### src/rtl/traffic_pkg.sv
// Shared encodings and pick helpers for the intersection request arbiter.
// Roads are numbered N=0, E=1, S=2, W=3 everywhere.
package traffic_pkg;

    localparam logic [1:0] ROAD_N = 2'd0;
    localparam logic [1:0] ROAD_E = 2'd1;
    localparam logic [1:0] ROAD_S = 2'd2;
    localparam logic [1:0] ROAD_W = 2'd3;

    localparam logic [1:0] CMD_NONE = 2'b00;
    localparam logic [1:0] CMD_PED  = 2'b01;
    localparam logic [1:0] CMD_EM   = 2'b10;

    typedef enum logic [1:0] {
        IDLE  = 2'd0,
        OFFER = 2'd1,
        SERVE = 2'd2
    } arb_state_e;

    // Lowest set index wins (N before E before S before W).
    function automatic logic [1:0] prio_pick(input logic [3:0] req);
        logic [1:0] sel;
        sel = ROAD_N;
        for (int i = 3; i >= 0; i--) begin
            if (req[i]) sel = 2'(i);
        end
        return sel;
    endfunction

    // First set bit at or after ptr, wrapping W back to N.
    function automatic logic [1:0] rr_pick(input logic [3:0] req, input logic [1:0] ptr);
        logic [1:0] sel;
        logic [1:0] idx;
        sel = ptr;
        for (int i = 3; i >= 0; i--) begin
            idx = ptr + 2'(i);
            if (req[idx]) sel = idx;
        end
        return sel;
    endfunction

endpackage

### src/rtl/btn_debounce.sv
// Single-button debouncer: emits one press pulse after DEBOUNCE_CYC high cycles,
// then stays quiet until the button is released.
module btn_debounce #(
    parameter int DEBOUNCE_CYC = 4
) (
    input  logic clk,
    input  logic reset,
    input  logic raw_i,
    output logic press_o
);

    localparam int CW = $clog2(DEBOUNCE_CYC + 1);

    logic [CW-1:0] cnt_q, cnt_d;

    // Counter parks at DEBOUNCE_CYC so a held button cannot fire twice.
    always_comb begin
        cnt_d = cnt_q;
        if (!raw_i) begin
            cnt_d = '0;
        end else if (cnt_q != CW'(DEBOUNCE_CYC)) begin
            cnt_d = cnt_q + CW'(1);
        end
    end

    always_ff @(posedge clk or posedge reset) begin
        if (reset) cnt_q <= '0;
        else       cnt_q <= cnt_d;
    end

    assign press_o = raw_i && (cnt_q == CW'(DEBOUNCE_CYC - 1));

endmodule

### src/rtl/traffic_req_arbiter.sv
// Request scheduler: debounced buttons become pending requests, emergencies by
// fixed priority and pedestrians round-robin, offered one at a time to the FSM.
module traffic_req_arbiter
    import traffic_pkg::*;
#(
    parameter int DEBOUNCE_CYC = 4,
    parameter int PED_HOLDOFF  = 20,
    parameter int EM_TIMEOUT   = 60
) (
    input  logic       clk,
    input  logic       reset,
    input  logic [3:0] ped_req,
    input  logic [3:0] em_req,
    input  logic       fsm_ready,
    input  logic       fsm_done,
    output logic       cmd_valid,
    output logic [1:0] cmd_type,
    output logic [1:0] cmd_road,
    output logic [3:0] ped_pending,
    output logic [3:0] em_pending,
    output logic       em_active,
    output logic       err_timeout
);

    localparam int HW = $clog2(PED_HOLDOFF + 1);
    localparam int TW = $clog2(EM_TIMEOUT + 1);

    logic [3:0] ped_press, em_press;

    for (genvar g = 0; g < 4; g++) begin : gen_btn
        btn_debounce #(.DEBOUNCE_CYC(DEBOUNCE_CYC)) u_ped_db (
            .clk(clk), .reset(reset), .raw_i(ped_req[g]), .press_o(ped_press[g])
        );
        btn_debounce #(.DEBOUNCE_CYC(DEBOUNCE_CYC)) u_em_db (
            .clk(clk), .reset(reset), .raw_i(em_req[g]), .press_o(em_press[g])
        );
    end

    arb_state_e    state_q, state_d;
    logic [1:0]    type_q, type_d;
    logic [1:0]    road_q, road_d;
    logic [1:0]    rr_q, rr_d;
    logic [3:0]    ped_pend_q, ped_pend_d;
    logic [3:0]    em_pend_q, em_pend_d;
    logic [HW-1:0] hold_q, hold_d;
    logic [TW-1:0] tmo_q, tmo_d;
    logic          err_q, err_d;
    logic [3:0]    ped_clr, em_clr;
    logic          hold_load;

    always_comb begin
        state_d   = state_q;
        type_d    = type_q;
        road_d    = road_q;
        rr_d      = rr_q;
        tmo_d     = tmo_q;
        err_d     = err_q;
        ped_clr   = '0;
        em_clr    = '0;
        hold_load = 1'b0;
        case (state_q)
            IDLE: begin
                if (|em_pend_q) begin
                    type_d  = CMD_EM;
                    road_d  = prio_pick(em_pend_q);
                    state_d = OFFER;
                end else if ((|ped_pend_q) && (hold_q == '0)) begin
                    type_d  = CMD_PED;
                    road_d  = rr_pick(ped_pend_q, rr_q);
                    state_d = OFFER;
                end
            end
            OFFER: begin
                if (fsm_ready) begin
                    state_d = SERVE;
                    tmo_d   = '0;
                    if (type_q == CMD_EM) begin
                        em_clr = 4'b0001 << road_q;
                    end else begin
                        ped_clr = 4'b0001 << road_q;
                        rr_d    = road_q + 2'd1;
                    end
                end else if ((type_q == CMD_PED) && (|em_pend_q)) begin
                    // Emergency preempts an unaccepted ped offer; the ped stays pending.
                    type_d = CMD_EM;
                    road_d = prio_pick(em_pend_q);
                end
            end
            SERVE: begin
                if (fsm_done) begin
                    state_d   = IDLE;
                    hold_load = (type_q == CMD_PED);
                end else if (type_q == CMD_EM) begin
                    if (tmo_q == TW'(EM_TIMEOUT - 1)) begin
                        err_d   = 1'b1;
                        state_d = IDLE;
                    end else begin
                        tmo_d = tmo_q + TW'(1);
                    end
                end
            end
            default: state_d = IDLE;
        endcase
    end

    always_comb begin
        ped_pend_d = (ped_pend_q | ped_press) & ~ped_clr;
        em_pend_d  = (em_pend_q | em_press) & ~em_clr;
        if (hold_load)           hold_d = HW'(PED_HOLDOFF);
        else if (hold_q != '0)   hold_d = hold_q - HW'(1);
        else                     hold_d = hold_q;
    end

    always_ff @(posedge clk or posedge reset) begin
        if (reset) begin
            state_q    <= IDLE;
            type_q     <= CMD_NONE;
            road_q     <= ROAD_N;
            rr_q       <= ROAD_N;
            ped_pend_q <= '0;
            em_pend_q  <= '0;
            hold_q     <= '0;
            tmo_q      <= '0;
            err_q      <= 1'b0;
        end else begin
            state_q    <= state_d;
            type_q     <= type_d;
            road_q     <= road_d;
            rr_q       <= rr_d;
            ped_pend_q <= ped_pend_d;
            em_pend_q  <= em_pend_d;
            hold_q     <= hold_d;
            tmo_q      <= tmo_d;
            err_q      <= err_d;
        end
    end

    assign cmd_valid   = (state_q == OFFER);
    assign cmd_type    = cmd_valid ? type_q : CMD_NONE;
    assign cmd_road    = cmd_valid ? road_q : ROAD_N;
    assign ped_pending = ped_pend_q;
    assign em_pending  = em_pend_q;
    assign em_active   = (state_q == SERVE) && (type_q == CMD_EM);
    assign err_timeout = err_q;

endmodule

### config.mk
export PLATFORM = sky130hd
export DESIGN_NAME = traffic_req_arbiter
export DESIGN_NICKNAME = d
export VERILOG_FILES = /design/src/rtl/traffic_pkg.sv /design/src/rtl/btn_debounce.sv /design/src/rtl/traffic_req_arbiter.sv
export SDC_FILE = /design/constraint.sdc
export NUM_CORES = 1
export LEC_CHECK = 0
export ABC_AREA = 0
export ABC_CLOCK_PERIOD_IN_PS = 5300
export BUFFER_PORTS_ARGS = -buffer_cell sky130_fd_sc_hd__buf_2
export CAP_MARGIN = 40
export CORE_UTILIZATION = 28
export DETAILED_ROUTE_END_ITERATION = 12
export MAX_ROUTING_LAYER = met4
export PLACE_DENSITY_LB_ADDON = 0.25
export SLEW_MARGIN = 0
export SYNTH_ARGS = -nofsm -noshare
export SYNTH_HDL_FRONTEND = slang
export SYNTH_SLANG_ARGS = --single-unit
### constraint.sdc
create_clock -name clk -period 5.3 [get_ports clk]
set_input_delay 0.53 -clock clk [delete_from_list [all_inputs] [get_ports clk]]
set_output_delay 0.53 -clock clk [all_outputs]
set_load 0.005 [all_outputs]
==> metrics <==
status=finished clean; PD cells=496 nW/um2; worst path bufs/invs=1; mapped cell area=roughly 2900 um2; crit-path cells=nor2b_1 > and2_1 > buf_2; RR Startpoint=state_q[0]$_DFFE_PP0P_; drt first pass iters=4; unique cell type count in the Yosys netlist=41; die width=103 um; Worst Setup SP=state_q[0]$_DFFE_PP0P_; fin crit share=40.9%; capturing point of the worst reg2reg path=rr_q[0]$_DFFE_PP0P_; Core ar.=9820 um2; Rel. slew slack=between 50% and 60%; Reg power frac=45.0%; Post-layout nets=362; PnR worst setup slack=3.13 ns; Filler cells=1072; worst endpoint required time=4.77 ns; Root Driver=clkbuf_8; top post-synthesis cells by area=dfrtp_1 (45%), ha_1 (13%), inv_1 (5.2%); # diodes=0; starting density of the core=29.1%; Tmin final=about 2.2 ns; syn nets=330; Rows=36; r2r setup slk=3.27 ns; combinational power share=about 40%; Worst setup EP type=output port; Worst setup endpoint=cmd_road[0]; Fmax=461 MHz; P_int=around 0.96 mW; routed len/inst=12.0 um; Slew @ Worst Pin=0.692 ns; initial drt markers=82; NetSw=0.650 mW; via count=2036; Multi-input gate area=~1400 um2; YS warnings=0; Slew Limit Fails=0; CTS H-Tree Depth=2; CTS sink cnt=52; antenna violations before repair=0; vias per inst=about 4.5; sw frac=between 40% and 50%; syn avg cell area=9.93 um2; Vert. Die Dim=slightly above 100 um; die area=roughly 11000 um2; area grow syn2layout=13.5%; Post-DP HPWL=4060 um; area taken by flip-flops and latches=1300 um2; Fin Hold WS=between 0.3 and 0.4 ns; first-pass GRT wire length=around 9500 um; delay-heaviest family, CP=simple AND/OR/NAND/NOR gates; #FFs+latches synth=52; Final GP Congestion=0.769; Place WS=3.28 ns; Synth area leader=dfrtp_1; Worst setup SP type=flop; Max Root-Sink Buffers=2; LEAKAGE=1.49 nW; Crit path largest cell delay=~0.5 ns; post_cts resized=0; slowest stage cell, crit path=nor2b_1; clk slew on worst S/H paths=0.10 ns; antenna viol nets, final=0; critical path depth=3; post-route cell area=between 3000 and 4000 um2; post-CTS setup buffers=0; Clk Latency, worst-skew pair=roughly 0.31 ns; ys flop type=dfrtp_1; PortBufs=26; Reg2Reg Depth=5; # DRC=0; Max-Cap Viols=0; CTS tree=done; total gr overflow=0; Async S/R FF share, synth=100%; clock network fraction of total power=14.9%; Boundary Pins=27; area post-placement=about 3200 um2; Setup TNS Final=0 ns; critical path type=flop to output port; vias in the first global route=2005; Hold Fails Final Rpt=0; count of flip-flops with a built-in enable after synthesis=0; GRT Total Usage=11.9%; synthesized instance count=around 290; Seq/Total Area, Yosys=45.5%; maximum VDD drop=roughly 0.15 mV; Final Total Pwr=approximately 1.6 mW; critical path arrival=1.64 ns; dominant cell by count in the synthesized netlist=dfrtp_1; unrepaired setup endpoints after global routing=no; layout cells sized above 1=14.0%; most frequent cells after synthesis=dfrtp_1 (52), inv_1 (40), ha_1 (30); Routed Wire Length=5440 um; final setup violation count=0; critical path peak fanout=8; hold buffers post-CTS=0; largest net degree at the start of global routing=53; CTS Buf Count=5; Layout Skew=approximately 0.0086 ns; post-synth top area share=45.5%; Worst Hold Class=primary input to async pin
-- cell families after synthesis --
logic type                 share of synthesized area [%]
AOI/OAI and AO/OA                                   16.5
muxes                                              0.350
xor gates and xnor gates                            3.98
adders and majority gates                           13.1
DFF                                                 45.5
buffers and inverters                               5.64
and+or+nand+nor                                     14.9
-- stage by stage --
stage / std cells / util (%)
floorplan: 288 / -
global placement: 446 / 32.1
detailed placement: 446 / 32.1
CTS: 454 / 33.1
global route: 454 / 33.1
finish: 454 / 33.1
-- final cells by class --
cell class / instances / area share (%)
multi-input combinational: 194 / 43.1
sequential: 52 / 40.1
tap: 133 / 5.13
inverter: 40 / 4.63
timing repair buffer: 27 / 4.24
clock buffer: 6 / 2.54
clock inverter: 2 / 0.308
-- registers in the layout (all words and copies together) (netlist names), 4 cells and up --
register                cells
ped_pending                 4
tmo_q                       6
em_pending                  4
gen_btn.u_em_db.cnt_q      12
gen_btn.u_ped_db.cnt_q     12
hold_q                      5
-- worst reg2reg max path: stages (launching register included) --
cell and delay [ns]:
dfrtp_1 0.47, nor2b_1 0.50, nand2_2 0.25, nor2_1 0.52, nor2_1 0.09, a21oi_1 0.14
-- power groups by stage --
stage          Sequential [mW]  Clock, mW  Combinational [mW]
6_report                 0.725      0.240               0.645
5_1_grt                  0.756      0.266               0.768
4_1_cts                  0.730      0.251               0.663
3_5_place_dp             0.736          0               0.662
3_3_place_gp             0.735          0               0.644
2_1_floorplan            0.686          0               0.507
-- worst min path at each step --
stage / slack [ns] / cells after the start / startpoint / end
after floorplan: 0.45 / 1 / err_timeout$_DFFE_PP0P_ / err_timeout$_DFFE_PP0P_
after CTS: 0.42 / 3 / reset / gen_btn[2].u_ped_db.cnt_q[2]$_DFFE_PP0P_
after global routing: 0.45 / 2 / fsm_done / state_q[1]$_DFFE_PP0P_
final: 0.39 / 3 / reset / state_q[1]$_DFFE_PP0P_
after detailed placement: 0.44 / 1 / err_timeout$_DFFE_PP0P_ / err_timeout$_DFFE_PP0P_
after global placement: 0.44 / 1 / err_timeout$_DFFE_PP0P_ / err_timeout$_DFFE_PP0P_
-- routing by layer --
metal | vias to the layer above | global-route usage [%] | share of wire [%]
li1 | 1043 | - | -
met1 | 966 | 15.2 | 49
met2 | 20 | 19.0 | 46
met3 | 7 | 2.24 | 3.1
met4 | 0 | 4.23 | 1.4
met5 | - | - | 0
-- cells in the final DEF (no fill, tap or decap), types with 6 or more instances in the layout --
cell type and instances:
a21boi_0 16, a21oi_1 24, and2_1 13, buf_2 26
clkbuf_8 6, dfrtp_1 52, ha_1 30, inv_1 39
nand2_1 21, nand3_1 11, nor2_1 20, xnor2_1 13
Note: power is estimated with default switching activity, not from simulation.
